--- src/rtl/fp_mul_pkg.sv ---
// Shared constants for the FP multiplier datapath: IEEE-754 single field widths,
// bias, the Inf exponent code and status flag bit positions.
package fp_mul_pkg;

    localparam int EXP_BITS  = 8;
    localparam int FRAC_BITS = 23;
    localparam int BIAS      = 127;
    localparam int EXP_MAX   = 255;

    localparam int FLG_OVF  = 3;
    localparam int FLG_UNF  = 2;
    localparam int FLG_INX  = 1;
    localparam int FLG_ZERO = 0;

endpackage

--- src/rtl/fp_round_pack.sv ---
// Round-to-nearest-even at 24 bits and pack a normalised significand as IEEE single.
// Latency: combinational.
// Backpressure: none; the caller registers the outputs.
module fp_round_pack #(
    parameter int EXP_W   = 10,
    parameter int EXP_MAX = fp_mul_pkg::EXP_MAX
) (
    input  logic [31:0]              norm,
    input  logic signed [EXP_W:0]    exp_adj,
    input  logic                     sign,
    input  logic                     nz,
    output logic [31:0]              result,
    output logic [3:0]               flags
);
    import fp_mul_pkg::*;

    localparam logic signed [EXP_W+1:0] EXP_MAX_S = (EXP_W+2)'(EXP_MAX);

    logic [23:0]              mant;
    logic                     guard;
    logic                     sticky;
    logic                     round_up;
    logic [24:0]              m25;
    logic [FRAC_BITS-1:0]     frac;
    logic signed [EXP_W+1:0]  exp_f;
    logic                     unused_hidden;

    // m25[23] is the hidden bit; only the carry into bit 24 matters.
    assign unused_hidden = m25[23];

    always_comb begin
        mant     = norm[31:8];
        guard    = norm[7];
        sticky   = |norm[6:0];
        round_up = guard & (sticky | norm[8]);
        m25      = {1'b0, mant} + {24'b0, round_up};
        exp_f    = {exp_adj[EXP_W], exp_adj} + {{(EXP_W+1){1'b0}}, m25[24]};
        frac     = m25[24] ? '0 : m25[22:0];

        result = '0;
        flags  = '0;
        if (!nz) begin
            result          = {sign, 31'b0};
            flags[FLG_ZERO] = 1'b1;
        end else if (exp_f >= EXP_MAX_S) begin
            result         = {sign, 8'hFF, 23'b0};
            flags[FLG_OVF] = 1'b1;
            flags[FLG_INX] = 1'b1;
        end else if (exp_f[EXP_W+1] || exp_f == '0) begin
            // No subnormals: anything at or below exponent zero flushes to signed zero.
            result          = {sign, 31'b0};
            flags[FLG_UNF]  = 1'b1;
            flags[FLG_INX]  = 1'b1;
            flags[FLG_ZERO] = 1'b1;
        end else begin
            result         = {sign, exp_f[EXP_BITS-1:0], frac};
            flags[FLG_INX] = guard | sticky;
        end
    end

endmodule

--- src/rtl/fp_norm_round_pipe.sv ---
// Normalise (shift by LZC count), round to nearest-even and pack as IEEE single.
// Latency: 2 cycles, one result per cycle.
// Backpressure: valid/ready; in_ready = !s1_valid | s2_take, outputs held while stalled.
module fp_norm_round_pipe #(
    parameter int EXP_W   = 10,
    parameter int EXP_MAX = fp_mul_pkg::EXP_MAX
) (
    input  logic             clk,
    input  logic             rst,
    input  logic             in_valid,
    output logic             in_ready,
    input  logic             in_sign,
    input  logic [EXP_W-1:0] in_exp,
    input  logic [31:0]      in_sig,
    input  logic [4:0]       in_lz,
    input  logic             in_nz,
    output logic             out_valid,
    input  logic             out_ready,
    output logic [31:0]      out_result,
    output logic [3:0]       out_flags
);
    import fp_mul_pkg::*;

    logic                    s1_valid;
    logic                    s1_sign;
    logic                    s1_nz;
    logic [31:0]             s1_norm;
    logic signed [EXP_W:0]   s1_exp_adj;
    logic                    s2_take;
    logic [31:0]             rp_result;
    logic [3:0]              rp_flags;

    assign s2_take  = !out_valid || out_ready;
    assign in_ready = !s1_valid || s2_take;

    // Stage 1: normalising shift and exponent adjust; in_lz is trusted as-is.
    always_ff @(posedge clk) begin
        if (rst) begin
            s1_valid   <= 1'b0;
            s1_sign    <= 1'b0;
            s1_nz      <= 1'b0;
            s1_norm    <= '0;
            s1_exp_adj <= '0;
        end else if (in_ready) begin
            s1_valid <= in_valid;
            if (in_valid) begin
                s1_sign    <= in_sign;
                s1_nz      <= in_nz;
                s1_norm    <= in_sig << in_lz;
                s1_exp_adj <= {in_exp[EXP_W-1], in_exp} - {{(EXP_W-4){1'b0}}, in_lz};
            end
        end
    end

    fp_round_pack #(
        .EXP_W   (EXP_W),
        .EXP_MAX (EXP_MAX)
    ) u_round_pack (
        .norm    (s1_norm),
        .exp_adj (s1_exp_adj),
        .sign    (s1_sign),
        .nz      (s1_nz),
        .result  (rp_result),
        .flags   (rp_flags)
    );

    always_ff @(posedge clk) begin
        if (rst) begin
            out_valid  <= 1'b0;
            out_result <= '0;
            out_flags  <= '0;
        end else if (s2_take) begin
            out_valid <= s1_valid;
            if (s1_valid) begin
                out_result <= rp_result;
                out_flags  <= rp_flags;
            end
        end
    end

endmodule

--- config.mk ---
export PLATFORM = sky130hd
export DESIGN_NAME = fp_norm_round_pipe
export DESIGN_NICKNAME = d
export VERILOG_FILES = /design/src/rtl/fp_mul_pkg.sv /design/src/rtl/fp_round_pack.sv /design/src/rtl/fp_norm_round_pipe.sv
export SDC_FILE = /design/constraint.sdc
export NUM_CORES = 1
export LEC_CHECK = 0
export CORE_MARGIN = 3
export CORE_UTILIZATION = 30
export DETAILED_ROUTE_END_ITERATION = 10
export MAX_ROUTING_LAYER = met4
export PLACE_DENSITY = 0.58
export SETUP_SLACK_MARGIN = 0.3
export SLEW_MARGIN = 20
export SYNTH_ARGS = -nofsm -noshare
export SYNTH_HDL_FRONTEND = slang
export SYNTH_HIERARCHICAL = 1
export SYNTH_SLANG_ARGS = --single-unit
--- constraint.sdc ---
create_clock -name clk -period 5.06 [get_ports clk]
set_clock_uncertainty 0.05 [all_clocks]
set_input_delay 0.759 -clock clk [delete_from_list [all_inputs] [get_ports clk]]
set_output_delay 0.759 -clock clk [all_outputs]
set_load 0.02 [all_outputs]
### Word level (Yosys, flattened, before mapping)

Cells that the tools add are included.

* flip-flop bits (word level): 83
* latch bits: 0
* RAM bits: 0
* memory bits (read-only): 0
* input bits: 53
* logic and storage cells: 36
* memories kept: 0

* add/sub/neg operators: 3
* $mul: 0
* divide/modulo/power cells: 0
* magnitude comparators: 1
* equal/unequal tests: 0
* shifts and indexed selects: 1
* muxes and demuxes: 11
* bitwise operators: 3
* reduce and logical (&&, ||, !) cells: 9

Operator list (count)
* two-way mux 31 bit: 3
* << shifter 32 x 5 -> 32 bit: 1
* adder 24 x 1 -> 25 bit: 1
* two-way mux 23 bit: 1
* adder 11 x 2 -> 12 bit: 1
* >= comparator 12 x 9 -> 1 bit, second input constant: 1
* logical NOT 12 bit: 1
* subtractor 10 x 6 -> 11 bit: 1
* OR reduction 7 bit: 1
* two-way mux 1 bit: 6
* AND reduction 2 bit: 2
* logical OR 1 bit: 3
* two-way mux 3 bit: 1
* logical NOT 1 bit: 2
* bitwise OR 1 bit: 2
* AND 1 bit: 1

### Longest topological paths before layout

* word-level depth: 10
* depth in mapped cells: 17
* gate-level depth less buffers: 14

### Cells and area by module

The synthesis kept the hierarchy.

Modules (own cells, without submodules)
* fp_norm_round_pipe: instances 1, cells each 545, area an instance 4674.5 µm², seq. area each 1661.6 µm²
* fp_round_pack: instances 1, cells each 162, area an instance 1151.1 µm², seq. area each 0.0 µm²

### Least setup slack after synthesis

OpenSTA, ideal clock, no wires.

* path type: register to register
* start point: register s1_norm[7]
* end point: register out_result[1]
* library setup time: 0.132 ns
* data arrival time: 3.489 ns
* data required time: 4.878 ns
* setup slack: 1.389 ns
* stages on the path, launching flop included: 18
* clock period less this slack: 3.671 ns
* path through: dfxtp_1 -> and2_1 -> ha_1 -> nand2_1 -> nor3_1 -> and4_1 -> buf_4 -> ha_1 -> ha_1 -> and3_1 -> buf_6 -> and3_1 -> o32ai_1 -> nor3_1 -> buf_2 -> nor3_1 -> nand2_1 -> a21oi_1

* word-level cells in the longest chain between the ends: 8
* elaborated cells on any way between the ends: 10

Ends and longest elaborated chain
* start, declared: line fp_norm_round_pipe.sv:27 `logic [31:0] s1_norm;`
* start signal, assigned: line fp_norm_round_pipe.sv:49 `s1_norm <= in_sig << in_lz;`
* AND 1 bit *: line fp_round_pack.sv:35 `round_up = guard & (sticky | norm[8]);`
* adder 24 x 1 -> 25 bit *: line fp_round_pack.sv:36 `m25 = {1'b0, mant} + {24'b0, round_up};`
* parallel branches: the longest is 4 deep, another holds adder 11 x 2 -> 12 bit
* two-way mux 31 bit *: line fp_round_pack.sv:45 `end else if (exp_f >= EXP_MAX_S) begin`
* two-way mux 31 bit *: line fp_round_pack.sv:42 `if (!nz) begin`
* named net rp_result[1]: line fp_norm_round_pipe.sv:30 `logic [31:0] rp_result;`
* end signal, assigned: line fp_norm_round_pipe.sv:75 `out_result <= rp_result;`
* end, declared: line fp_norm_round_pipe.sv:19 `output logic [31:0] out_result,`

Mark *: on every way through the listed nets, which the timed path passes.
A chain may end at the register's enable or synchronous reset.

### Final worst setup path

* start point: register s1_norm[7]
* end point: register out_result[12]

The elaborated chain is that of the path after synthesis.

==> qor.csv <==
metric,value,unit
DRC violations left,0,
Worst EP required,5.19,ns
Initial Util,30.8,%
top cell type's share of synthesized area,28.5,%
HPWL Detailed,12600,um
Syn-to-layout area delta,22.6,%
drt total wl,16500,um
Post-Synthesis Cells,707,
setup_tns,0,ns
minimum clock period,3.97,ns
I/O pins,91,
CP most frequent cell,ha_1,
ratio of cells with drive above 1 in the final layout,9.72,%
critical path cell sequence,and2_1 -> ha_1 -> nand2_1 -> nor3_1 -> buf_4 -> and4_1 -> buf_4 -> ha_1 -> ha_1 -> and3_1 -> a2111oi_4 -> a41oi_2 -> a211o_1 -> nor3_1 -> nand2_1 -> a21oi_1,
GP Congestion,0.907,
die width,145,um
Post-synth EDFFs,0,
register bit total from synthesis,83,
clk sinks,83,
CP endpoint kind,flop,
final worst-path cycle share,78.5,%
FP Rows,50,
htree depth,3,
syn_area_per_cell,8.24,um^2
clk_lat worst skew,0.34,ns
clock root cell,clkbuf_16,
sequential area share after synthesis,28.5,%
CTS Buffer Depth,2,
core area,18900,um^2
clock-pin slew on the worst setup and hold paths,0.06,ns
Peak Freq,0.252,GHz
Die H,145,um
slowest CP cell,a211o_1,
Final nets,831,
"top cells by area, synth","dfxtp_1, nand2_1, mux4_2",
RSZ-0062 raised after global routing,false,
Post-CTS Setup Bufs,0,
global-route usage over all layers,15.8,%
Critical Path AT,4.10,ns
critical path type,flop to flop,
Synth Warn #,6,
vias post-DR,5381,
Via density,5.21,
"FFs w/ async S/R, synth",0,%
Die Footprint,21100,um^2
# Max-Cap Violations,0,
final setup vio count,0,
Synth cell types,66,
vias in the first global route,4959,
CTS resizes,0,
Worst VDD drop,0.129,mV
Final Slew Violations,0,
first-pass GRT wire length,26900,um
Hold Path Class,flop to flop,
Max stage delay on crit path,0.73,ns
DR WL/cell,16.0,um
PwrDens,243,nW/um^2
Mapped Area,5830,um^2
GR Overflow Total,0,
Hold Fails Final Rpt,0,
critical path startpoint category,flop,
CTS tree,built,
Synth area leader,dfxtp_1,
initial DRC count,511,
CTS buffer count,9,
port buffer count,90,
ant diodes,0,
CTS Hold Bufs,0,
status,finished clean,
DRT Pass-1 Iters,5,
Slew headroom,40.4,%
Leak Pwr,2.45,nW
largest net degree at the start of global routing,79,
Crit Path Max Fanout,22,
worst-margin pin slew,0.894,ns
antenna violations before repair,0,
remaining antenna violation count,0,
post-route core utilization,37.8,%
post-synthesis net count,770,
Synth Flop Type,dfxtp_1,
-- routing by layer --
| layer | track usage [%] | share of wire (%) | routed length [um] | vias to the layer above |
|---|---|---|---|---|
| met3 | 2.40 | 5.4 | 886 | 22 |
| met1 | 23.5 | 51 | 8490 | 2483 |
| li1 | - | - | - | 2701 |
| met5 | - | 0 | 0 | - |
| met2 | 22.3 | 42 | 6890 | 175 |
| met4 | 4.13 | 1.6 | 272 | 0 |
-- registers in the layout (all words and copies together) (netlist names) --
signal / count
out_result: 32
s1_valid: 1
out_valid: 1
out_flags: 4
s1_exp_adj: 11
s1_norm: 32
s1_nz: 1
s1_sign: 1
-- through the flow --
step / instance area (um^2) / setup WS (ns) / power [W] / hold slack, ns / instances
2_1_floorplan: 5830 / 1.39 / 0.000987 / 0.379 / 707
3_3_place_gp: 6860 / 1.16 / 0.00112 / 0.394 / 1017
6_report: 7140 / 1.09 / 0.00174 / 0.400 / 1032
5_1_grt: 7140 / 0.645 / 0.00182 / 0.421 / 1032
4_1_cts: 7140 / 1.11 / 0.00175 / 0.404 / 1032
3_5_place_dp: 6860 / 1.10 / 0.00112 / 0.397 / 1017
-- logic make-up after synthesis --
group	Yosys count	share of synthesized area (%)
xor+xnor	35	5.26
flops	83	28.5
simple gates	301	24.9
buf+inv	67	5.73
compound gates	151	17.2
mux	60	16.1
fa+ha+maj	10	2.28
-- worst paths after layout --
path	to	from	slack, ns	cells past startpoint
max reg2reg	out_result[12]	s1_norm[7]	1.09	16
min	out_result[28]	out_result[28]	0.40	2
min reg2reg	out_result[28]	out_result[28]	0.40	2
max	out_result[12]	s1_norm[7]	1.09	16
-- cell type report --
class	count	area [um^2]
well taps	260	325
clock buffers	12	236
repair buffers	102	981
multi-input cells	557	3840
clock inverters	3	40.0
inverters	15	56.3
fillers	2016	11800
flip-flops and latches	83	1660
-- placed cells by master, fill, tap and decap left out, types with 4 or more instances in the layout --
| cell type | netlist | final |
|---|---|---|
| a211oi_1 | 12 | 12 |
| a21oi_1 | 66 | 66 |
| a22oi_1 | 12 | 12 |
| a31oi_1 | 5 | 5 |
| and2_1 | 6 | 5 |
| and3_1 | 8 | 8 |
| buf_4 | 2 | 12 |
| clkbuf_16 | 0 | 9 |
| clkdlybuf4s50_1 | 0 | 88 |
| dfxtp_1 | 83 | 83 |
| ha_1 | 9 | 9 |
| inv_1 | 12 | 12 |
| mux2_2 | 4 | 4 |
| mux2i_1 | 31 | 31 |
| mux4_1 | 7 | 7 |
| mux4_2 | 17 | 17 |
| nand2_1 | 135 | 134 |
| nand2b_1 | 6 | 6 |
| nand3_1 | 13 | 13 |
| nand4_1 | 13 | 13 |
| nor2_1 | 52 | 52 |
| nor3_1 | 31 | 30 |
| nor4_1 | 10 | 10 |
| nor4_2 | 8 | 8 |
| o21ai_0 | 10 | 10 |
| o22ai_1 | 10 | 10 |
| or2_2 | 6 | 6 |
| xnor2_1 | 16 | 16 |
| xor2_1 | 19 | 19 |
-- Yosys cell counts, types with 4 or more instances --
| library cell | count |
|---|---|
| xor2_1 | 19 |
| a22oi_1 | 12 |
| or2_2 | 6 |
| nor2_1 | 52 |
| nor4_2 | 8 |
| mux4_1 | 7 |
| ha_1 | 9 |
| nor3_1 | 31 |
| nand4_1 | 13 |
| o21ai_0 | 10 |
| and2_1 | 6 |
| a21oi_1 | 66 |
| buf_2 | 10 |
| mux2_2 | 4 |
| mux4_2 | 17 |
| clkbuf_1 | 30 |
| o22ai_1 | 10 |
| mux2i_1 | 31 |
| nand2_1 | 135 |
| nand3_1 | 13 |
| and3_1 | 8 |
| buf_6 | 4 |
| a211oi_1 | 12 |
| buf_1 | 4 |
| a31oi_1 | 5 |
| inv_1 | 12 |
| xnor2_1 | 16 |
| nor4_1 | 10 |
| nand2b_1 | 6 |
| dfxtp_1 | 83 |
-- worst max-delay path, delay by kind of cell, from the launching register on --
family,cells,cell delay [ns]
buffers and inverters,2,0.41
and+or+nand+nor,7,1.17
adders and majority gates,3,0.61
DFF,1,0.40
AOI/OAI and AO/OA,4,1.15
-- report_power, final --
group | switching [W] | internal (W) | total [W]
logic | 0.000222 | 0.000170 | 0.000392
registers | 0.0000367 | 0.000680 | 0.000716
clock network | 0.000250 | 0.000378 | 0.000628
No activity file was read; power rests on OpenSTA's default activity.
